==> src/rtl/fpu_fmul_param_if.sv <==
// Operand/result bundle between the FPU issue logic and the parametrised multiplier.
// The requester drives operands and handshakes; the multiplier returns result and flags.
interface fpu_fmul_param_if #(
  parameter int EXPBITS = 8,
  parameter int MANBITS = 23
);
  localparam int FP = 1 + EXPBITS + MANBITS;

  logic [FP-1:0] float_0_in;
  logic [FP-1:0] float_1_in;
  logic          req_in;
  logic          rnd_mode_in;
  logic          ack_in;
  logic          busy_out;
  logic [FP-1:0] float_answer_out;
  logic          ready_answer_out;
  logic          overflow_out;
  logic          underflow_out;
  logic          invalid_out;
  logic [2:0]    state_out;

  modport master (
    output float_0_in, float_1_in, req_in, rnd_mode_in, ack_in,
    input  busy_out, float_answer_out, ready_answer_out,
           overflow_out, underflow_out, invalid_out, state_out
  );

  modport slave (
    input  float_0_in, float_1_in, req_in, rnd_mode_in, ack_in,
    output busy_out, float_answer_out, ready_answer_out,
           overflow_out, underflow_out, invalid_out, state_out
  );
endinterface

==> src/rtl/fpu_fmul_param.sv <==
// Multi-cycle parametrised floating-point multiplier with RNE/truncate rounding,
// flush-to-zero of subnormals, saturation flags and a result/ack handshake.
module fpu_fmul_param #(
  parameter int EXPBITS = 8,
  parameter int MANBITS = 23
) (
  input logic             clk,
  input logic             rst,
  fpu_fmul_param_if.slave bus
);
  localparam int FP       = 1 + EXPBITS + MANBITS;
  localparam int SIGBITS  = MANBITS + 1;
  localparam int PRODBITS = 2 * SIGBITS;
  localparam int EXPW     = EXPBITS + 2;

  localparam logic signed [EXPW-1:0] BIAS    = EXPW'((1 << (EXPBITS - 1)) - 1);
  localparam logic signed [EXPW-1:0] EXP_MAX = EXPW'((1 << EXPBITS) - 1);
  localparam logic signed [EXPW-1:0] EXP_ONE = EXPW'(1);
  localparam logic [FP-1:0]          QNAN    = {1'b0, {EXPBITS{1'b1}}, 1'b1, {(MANBITS-1){1'b0}}};

  typedef enum logic [2:0] {
    S_IDLE      = 3'd0,
    S_LOAD      = 3'd1,
    S_MULTIPLY  = 3'd2,
    S_NORMALIZE = 3'd3,
    S_ROUND     = 3'd4,
    S_OUTPUT    = 3'd5,
    S_ERROR     = 3'd7
  } state_t;

  state_t state, state_nxt;

  logic [FP-1:0]          op_a, op_b;
  logic                   rnd_trunc;
  logic                   is_zero;
  logic                   sign_r;
  logic [1:0]             err_cnt;
  logic signed [EXPW-1:0] exp_r;
  logic [PRODBITS-1:0]    prod_r;
  logic [MANBITS-1:0]     man_r;
  logic                   guard_r, sticky_r;

  logic [EXPBITS-1:0] exp_a, exp_b;
  logic [MANBITS-1:0] man_a, man_b;

  assign exp_a = op_a[FP-2 -: EXPBITS];
  assign exp_b = op_b[FP-2 -: EXPBITS];
  assign man_a = op_a[MANBITS-1:0];
  assign man_b = op_b[MANBITS-1:0];

  // NOTE: state and every other register update with <= so all flops see pre-edge values.
  always_ff @(posedge clk) begin
    if (rst) state <= S_IDLE;
    else     state <= state_nxt;
  end

  // NOTE: state_nxt gets its default before the case so no path can infer a latch.
  always_comb begin
    state_nxt = state;
    case (state)
      S_IDLE:      if (bus.req_in) state_nxt = S_LOAD;
      S_LOAD:      state_nxt = (&exp_a || &exp_b) ? S_ERROR : S_MULTIPLY;
      S_MULTIPLY:  state_nxt = S_NORMALIZE;
      S_NORMALIZE: state_nxt = S_ROUND;
      S_ROUND:     state_nxt = S_OUTPUT;
      S_ERROR:     if (err_cnt == 2'd2) state_nxt = S_OUTPUT;
      S_OUTPUT:    if (bus.ack_in) state_nxt = S_IDLE;
      default:     state_nxt = S_IDLE;
    endcase
  end

  // Product lies in [1,4): leading one at the top bit means one extra exponent step.
  logic               norm_shift;
  logic [MANBITS-1:0] man_norm;
  logic               guard_norm, sticky_norm;

  always_comb begin
    norm_shift  = prod_r[PRODBITS-1];
    man_norm    = norm_shift ? prod_r[PRODBITS-2 -: MANBITS] : prod_r[PRODBITS-3 -: MANBITS];
    guard_norm  = norm_shift ? prod_r[MANBITS] : prod_r[MANBITS-1];
    sticky_norm = norm_shift ? |prod_r[MANBITS-1:0] : |prod_r[MANBITS-2:0];
  end

  logic                   round_inc;
  logic [MANBITS:0]       man_rounded;
  logic signed [EXPW-1:0] exp_rounded;

  always_comb begin
    round_inc   = !rnd_trunc && guard_r && (sticky_r || man_r[0]);
    man_rounded = {1'b0, man_r} + (MANBITS+1)'(round_inc);
    // A carry-out leaves the low mantissa bits at zero, so only the exponent moves.
    exp_rounded = man_rounded[MANBITS] ? exp_r + EXP_ONE : exp_r;
  end

  // NOTE: datapath registers carry no reset; each is written before it is read on every pass.
  always_ff @(posedge clk) begin
    case (state)
      S_IDLE: begin
        if (bus.req_in) begin
          op_a      <= bus.float_0_in;
          op_b      <= bus.float_1_in;
          rnd_trunc <= bus.rnd_mode_in;
        end
      end
      S_LOAD: begin
        is_zero <= (exp_a == '0) || (exp_b == '0);
        err_cnt <= 2'd0;
      end
      S_MULTIPLY: begin
        prod_r <= PRODBITS'({1'b1, man_a}) * PRODBITS'({1'b1, man_b});
        exp_r  <= $signed({2'b00, exp_a}) + $signed({2'b00, exp_b}) - BIAS;
        sign_r <= op_a[FP-1] ^ op_b[FP-1];
      end
      S_NORMALIZE: begin
        man_r    <= man_norm;
        guard_r  <= guard_norm;
        sticky_r <= sticky_norm;
        if (norm_shift) exp_r <= exp_r + EXP_ONE;
      end
      S_ERROR: err_cnt <= err_cnt + 2'd1;
      default: ;
    endcase
  end

  logic [FP-1:0] answer_r;
  logic          ovf_r, unf_r, inv_r;

  // Results are written only on OUTPUT entry and held through IDLE until the next one.
  always_ff @(posedge clk) begin
    if (rst) begin
      answer_r <= '0;
      ovf_r    <= 1'b0;
      unf_r    <= 1'b0;
      inv_r    <= 1'b0;
    end else if (state == S_ROUND) begin
      ovf_r <= 1'b0;
      unf_r <= 1'b0;
      inv_r <= 1'b0;
      if (is_zero) begin
        answer_r <= {sign_r, {(FP-1){1'b0}}};
      end else if (exp_rounded >= EXP_MAX) begin
        answer_r <= {sign_r, {EXPBITS{1'b1}}, {MANBITS{1'b0}}};
        ovf_r    <= 1'b1;
      end else if (exp_rounded < EXP_ONE) begin
        answer_r <= {sign_r, {(FP-1){1'b0}}};
        unf_r    <= 1'b1;
      end else begin
        answer_r <= {sign_r, exp_rounded[EXPBITS-1:0], man_rounded[MANBITS-1:0]};
      end
    end else if (state == S_ERROR && err_cnt == 2'd2) begin
      answer_r <= QNAN;
      ovf_r    <= 1'b0;
      unf_r    <= 1'b0;
      inv_r    <= 1'b1;
    end
  end

  assign bus.float_answer_out = answer_r;
  assign bus.overflow_out     = ovf_r;
  assign bus.underflow_out    = unf_r;
  assign bus.invalid_out      = inv_r;
  assign bus.busy_out         = (state != S_IDLE);
  assign bus.ready_answer_out = (state == S_OUTPUT);
  assign bus.state_out        = state;
endmodule

==> src/flat_wrapper.sv <==
// flat-port wrapper written by rule: the top's interface ports become plain ports
module fpu_fmul_param_flat 
#(
  parameter int EXPBITS = 8,
  parameter int MANBITS = 23
)
  (clk, rst, bus_float_0_in, bus_float_1_in, bus_req_in, bus_rnd_mode_in, bus_ack_in, bus_busy_out, bus_float_answer_out, bus_ready_answer_out, bus_overflow_out, bus_underflow_out, bus_invalid_out, bus_state_out);
  fpu_fmul_param_if #(.EXPBITS(EXPBITS), .MANBITS(MANBITS)) bus_i ();
  input logic clk;
  input logic rst;
  input wire logic [$bits(bus_i.float_0_in)-1:0] bus_float_0_in;
  input wire logic [$bits(bus_i.float_1_in)-1:0] bus_float_1_in;
  input wire logic [$bits(bus_i.req_in)-1:0] bus_req_in;
  input wire logic [$bits(bus_i.rnd_mode_in)-1:0] bus_rnd_mode_in;
  input wire logic [$bits(bus_i.ack_in)-1:0] bus_ack_in;
  output wire logic [$bits(bus_i.busy_out)-1:0] bus_busy_out;
  output wire logic [$bits(bus_i.float_answer_out)-1:0] bus_float_answer_out;
  output wire logic [$bits(bus_i.ready_answer_out)-1:0] bus_ready_answer_out;
  output wire logic [$bits(bus_i.overflow_out)-1:0] bus_overflow_out;
  output wire logic [$bits(bus_i.underflow_out)-1:0] bus_underflow_out;
  output wire logic [$bits(bus_i.invalid_out)-1:0] bus_invalid_out;
  output wire logic [$bits(bus_i.state_out)-1:0] bus_state_out;
  assign bus_i.float_0_in = bus_float_0_in;
  assign bus_i.float_1_in = bus_float_1_in;
  assign bus_i.req_in = bus_req_in;
  assign bus_i.rnd_mode_in = bus_rnd_mode_in;
  assign bus_i.ack_in = bus_ack_in;
  assign bus_busy_out = bus_i.busy_out;
  assign bus_float_answer_out = bus_i.float_answer_out;
  assign bus_ready_answer_out = bus_i.ready_answer_out;
  assign bus_overflow_out = bus_i.overflow_out;
  assign bus_underflow_out = bus_i.underflow_out;
  assign bus_invalid_out = bus_i.invalid_out;
  assign bus_state_out = bus_i.state_out;
  fpu_fmul_param #(.EXPBITS(EXPBITS), .MANBITS(MANBITS)) u_core (.clk(clk), .rst(rst), .bus(bus_i));
endmodule
==> config.mk <==
export PLATFORM = sky130hd
export DESIGN_NAME = fpu_fmul_param_flat
export DESIGN_NICKNAME = d
export VERILOG_FILES = /design/src/rtl/fpu_fmul_param_if.sv /design/src/rtl/fpu_fmul_param.sv /design/src/flat_wrapper.sv
export SDC_FILE = /design/constraint.sdc
export NUM_CORES = 2
export LEC_CHECK = 0
export CORE_MARGIN = 4
export CORE_UTILIZATION = 40
export CTS_CLUSTER_SIZE = 40
export DETAILED_ROUTE_END_ITERATION = 8
export GPL_ROUTABILITY_DRIVEN = 1
export PLACE_DENSITY = 0.6
export SLEW_MARGIN = 30
export SYNTH_ARGS = -nofsm -noshare
export SYNTH_HDL_FRONTEND = slang
export SYNTH_SLANG_ARGS = --single-unit
export TNS_END_PERCENT = 5
==> constraint.sdc <==
create_clock -name clk -period 8.6 [get_ports clk]
set_clock_uncertainty 0.2 [all_clocks]
set_input_delay 2.58 -clock clk [delete_from_list [all_inputs] [get_ports clk]]
set_output_delay 2.58 -clock clk [all_outputs]
set_load 0.05 [all_outputs]
== After elaboration in Yosys (flattened, before gate mapping) ==
Cells that the tools add are included.

* Input port bits: 69
* Flip-flop bits (word level): 190

* Add/subtract/negate cells: 5
* Bitwise logic cells: 1
* Multipliers: 1
* Multiplexer cells: 25
* Reductions and logical operators: 22
* $lt $le $gt $ge: 2
* Equality and inequality tests: 11

{| class="wikitable"
|+ Operator list
! cell !! count
|-
| two-way mux 31 bit || 3
|-
| two-way mux 32 bit || 2
|-
| multiplier 24 x 24 -> 48 bit || 1
|-
| adder 23 x 1 -> 24 bit || 1
|-
| two-way mux 23 bit || 1
|-
| OR reduction 23 bit || 1
|-
| OR reduction 22 bit || 1
|-
| one-hot mux 3 bit (7 select lines) || 1
|-
| two-way mux 10 bit || 2
|-
| one-hot mux 10 bit (2 select lines) || 1
|-
| logical NOT 8 bit || 2
|-
| AND reduction 8 bit || 2
|-
| two-way mux 3 bit || 4
|-
| adder 10 x 2 -> 10 bit, second input constant || 1
|-
| greater-or-equal comparator 10 x 9 -> 1 bit, second input constant || 1
|-
| < comparator 10 x 2 -> 1 bit, second input constant || 1
|-
| two-way mux 1 bit || 10
|-
| subtractor 10 x 8 -> 10 bit, second input constant || 1
|-
| adder 8 x 8 -> 9 bit || 1
|-
| == test 3 bit, second input constant || 3
|-
| == test 3 x 2 -> 1 bit, second input constant || 2
|-
| != test 2 bit, second input constant || 3
|-
| nonzero test 2 bit || 3
|-
| one-hot mux 2 bit (2 select lines) || 1
|-
| 13 further kinds || 18
|}

== Depth between registers and ports, before layout ==
* Word-level depth: 10
* Mapped depth: 27
* Depth with buffers taken out: 25

== Least setup slack after synthesis ==
OpenSTA, ideal clock, no wires.

* Path kind: reg-to-reg
* Start point: register u_core.op_a[13]
* End point: register u_core.prod_r[43] (data pin)
* Buffers on the path: 1
* Setup time: 0.260 ns
* Cell stages (with the launch flop): 27
* Required time: 8.140 ns
* Clock period less this slack: 7.268 ns
* Slack: 1.332 ns
* Arrival: 6.808 ns
* Cells stage by stage: edfxtp_1 clkbuf_1 nand2_1 fa_1 inv_1 fa_1 inv_1 fa_1 inv_1 fa_1 inv_1 fa_1 inv_1 fa_1 inv_1 fa_1 inv_1 ha_1 nand2_1 a211o_1 o211a_1 o2111ai_1 a31o_2 a21oi_1 o31ai_1 a21boi_0 xnor2_1

* Cells in the longest elaborated chain, start to end: 1

{| class="wikitable"
|+ RTL lines
! item !! line !! source
|-
| start: declaration || fpu_fmul_param.sv:33 || <nowiki>logic [FP-1:0] op_a, op_b;</nowiki>
|-
| start signal: assignment || fpu_fmul_param.sv:100 || <nowiki>op_a <= bus.float_0_in;</nowiki>
|-
| multiplier 24 x 24 -> 48 bit || fpu_fmul_param.sv:110 || <nowiki>prod_r <= PRODBITS'({1'b1, man_a}) * PRODBITS'({1'b1, man_b});</nowiki>
|-
| end signal: assignment || fpu_fmul_param.sv:110 ||
|-
| end: declaration || fpu_fmul_param.sv:39 || <nowiki>logic [PRODBITS-1:0] prod_r;</nowiki>
|}

Every way passes these cells.
A chain may end at the register's enable or synchronous reset.

== Worst setup path in the final report ==
* Start point: register u_core.op_b[6]
* End point: register u_core.prod_r[34] (data pin)

* Cells in the longest elaborated chain, start to end: 1

{| class="wikitable"
|+ RTL lines
! item !! line !! source
|-
| start: declaration || fpu_fmul_param.sv:33 ||
|-
| start signal: assignment || fpu_fmul_param.sv:101 || <nowiki>op_b <= bus.float_1_in;</nowiki>
|-
| multiplier 24 x 24 -> 48 bit || fpu_fmul_param.sv:110 ||
|}

Every way passes these cells.

==> reports/qor.yml <==
synthCells: 2687
grt_pass1_vias: 20035
setup_viol: 0
syn_nets: 3425
min_from: "u_core.bus.float_answer_out[16]"
die_w_um: 265
nNetsFinal: 3497
crit_path_end_kind: "register"
synth.avg_cell_area_um2: 9.84
cts.sinks: 190
worstPathMaxFanout: 13
slew_headroom_pct: 36.5
grt.overflow.total: 0
ys_seq_area_share_pct: 20.1
crit_start: "u_core.op_b[6]"
grt_max_degree: 51
cts_setup_buffers: 0
ys_warn_count: 0
ys.flop_type: "edfxtp_1"
synth-seq-cells: 190
synth_top_area_cell: "fa_1"
r2r_slack_ns: 0.58
crit_type: "reg2reg"
drtIter0Drc: 1119
worst_setup_path_start_kind: "register"
final_cell_mix: "inv_1, fa_1, nand2_1, and2_1, ha_1"
ant_nets: 0
cts_inserted_buffers: 17
die_h_um: 265
drc: 0
cts_hold_buffers: 0
area_delta_synth_final_pct: 10.6
core.rowCount: 94
cts.clk_slew.worst_paths_ns: 0.08
viasPerCell: 5.06
layout_worst_path_cycle_share_pct: 93.3
drv_cap: 0
synthTopCellsByArea: "fa_1, edfxtp_1, ha_1, inv_1, and2_1"
insertion_delay_ns: 0.52
cts_max_level: 4
cts_tree: "built"
drive_above_1_share_pct: 5.63
ctsLongestPathBuffers: 2
fin_crit_ns: 8.02
hpwl_um: 57800
tns_ns: 0
rsz0062_at_grt: "false"
wl_per_cell_um: 19.7
globalplace.congestion: 0.944
io_buffers: 108
firstDrtPassIters: 5
fmax_mhz: 125
grtUsageTotal_pct: 21.1
status: "finished clean"
drv_slew: 0
synthArstFlopShare_pct: 0
antenna_found_initial: 0
via_count: 18388
synth-edff-count: 152
wirelength_um: 71500
arrival_ns: 8.07
root_buffer: "clkbuf_16"
syn_area_mm2: 0.0265
rr_startpoint: "u_core.op_b[6]"
worstPathRequired_ns: 8.65
cts_resized: 0
worst_pin_slew_ns: 0.952
io_pins: 109
synth_top_area_share_pct: 36.6
initial_core_util_pct: 40.3
fillers: 6258
coreArea_mm2: 0.0656
ys_types: 66
final_common_cell: "inv_1"
hold_viol_final: 0
min_path_type: "reg2reg"
die_area_mm2: 0.0703
grt_pass1_wl_um: 115000
-- final cells by class --
class / instances / area, um^2 / share of cell area, %
clock inverters: 14 / 169 / 0.577
diodes: 1 / 2.50 / 0.00855
repair buffers: 173 / 1600 / 5.45
inverters: 588 / 2210 / 7.54
flip-flops and latches: 190 / 5330 / 18.2
multi-input cells: 1789 / 18400 / 63.0
well taps: 864 / 1080 / 3.69
clock buffers: 18 / 450 / 1.54
-- worst max-delay path, cell delays in order, from the launching register on --
cell      delay, ns
edfxtp_1       0.61
buf_4          0.30
and2_1         0.19
fa_1           0.50
fa_1           0.53
inv_1          0.05
fa_1           0.46
fa_1           0.58
inv_1          0.08
fa_1           0.50
fa_1           0.49
inv_1          0.05
fa_1           0.47
inv_1          0.04
ha_1           0.37
nand4_1        0.24
nor2_1         0.22
a31oi_1        0.17
a311oi_1       0.72
nor3b_1        0.21
o21ai_0        0.36
a31o_2         0.20
a21oi_1        0.07
xnor2_1        0.13
-- per-layer routing --
| layer | track usage, % | wire length, um | vias to the layer above | part of all wire [%] |
|---|---|---|---|---|
| li1 | - | - | 8362 | - |
| met1 | 29.1 | 31800 | 9310 | 44 |
| met2 | 33.7 | 32800 | 603 | 46 |
| met3 | 4.41 | 4890 | 113 | 6.8 |
| met4 | 6.42 | 2030 | 0 | 2.8 |
| met5 | 0 | 0 | - | 0 |
-- state kept, by name (all words and copies together), names as in the netlist --
register,count
u_core.err_cnt,2
u_core.guard_r,1
u_core.bus.invalid_out,1
u_core.is_zero,1
u_core.exp_r,10
u_core.op_a,32
u_core.sticky_r,1
u_core.rnd_trunc,1
u_core.bus.float_answer_out,32
u_core.prod_r,48
u_core.bus.underflow_out,1
u_core.man_r,23
u_core.bus.overflow_out,1
u_core.sign_r,1
u_core.bus.state_out,3
u_core.op_b,32
-- synth_stat cells (all sizes together) (4+ instances only) --
cell type  count
nand2b         5
a21oi         54
mux2          26
nor3b          6
nand3         42
xnor2         49
ha           186
nor3          10
o21a           6
buf           18
dfxtp         38
clkbuf       102
and4           9
nor2b         15
and3          11
and2         261
nor4          11
xor2          39
edfxtp       152
fa           483
o31ai          8
nand4         22
nor2          83
nand2        315
a31oi          4
inv          585
or3            4
o21ai         62
o21bai         4
a21o          25
a211oi         8
-- path summary, 6_finish.rpt --
check,endpoint,cells past startpoint
worst max-delay path,u_core.prod_r[34],23
worst min-delay path,u_core.bus.float_answer_out[16],2
worst max register to register,u_core.prod_r[34],23
worst min register to register,u_core.bus.float_answer_out[16],2
-- stage by stage --
stage / cells / hold WS [ns] / area (um^2) / util [%] / setup WS, ns
5_1_grt: 3636 / 0.294 / 29300 / 44.6 / 0.313
3_5_place_dp: 3600 / 0.252 / 28600 / 43.6 / 0.701
6_report: 3637 / 0.265 / 29300 / 44.6 / 0.578
4_1_cts: 3632 / 0.267 / 29200 / 44.5 / 0.675
2_1_floorplan: 2687 / 0.271 / 26500 / - / 1.33
3_3_place_gp: 3600 / 0.246 / 28600 / 43.6 / 0.765
-- kinds of logic after synthesis --
| family | after synthesis | synth area share (%) |
|---|---|---|
| simple gates | 801 | 15.1 |
| buf+inv | 708 | 10.2 |
| fa+ha+maj | 669 | 45.4 |
| compound gates | 204 | 5.11 |
| flops | 190 | 20.1 |
| xor+xnor | 88 | 2.91 |
| mux | 27 | 1.14 |
Power is left out: the tool's default activity adds up to more than one toggle a clock period on the data nets, which glitch-free logic cannot reach.
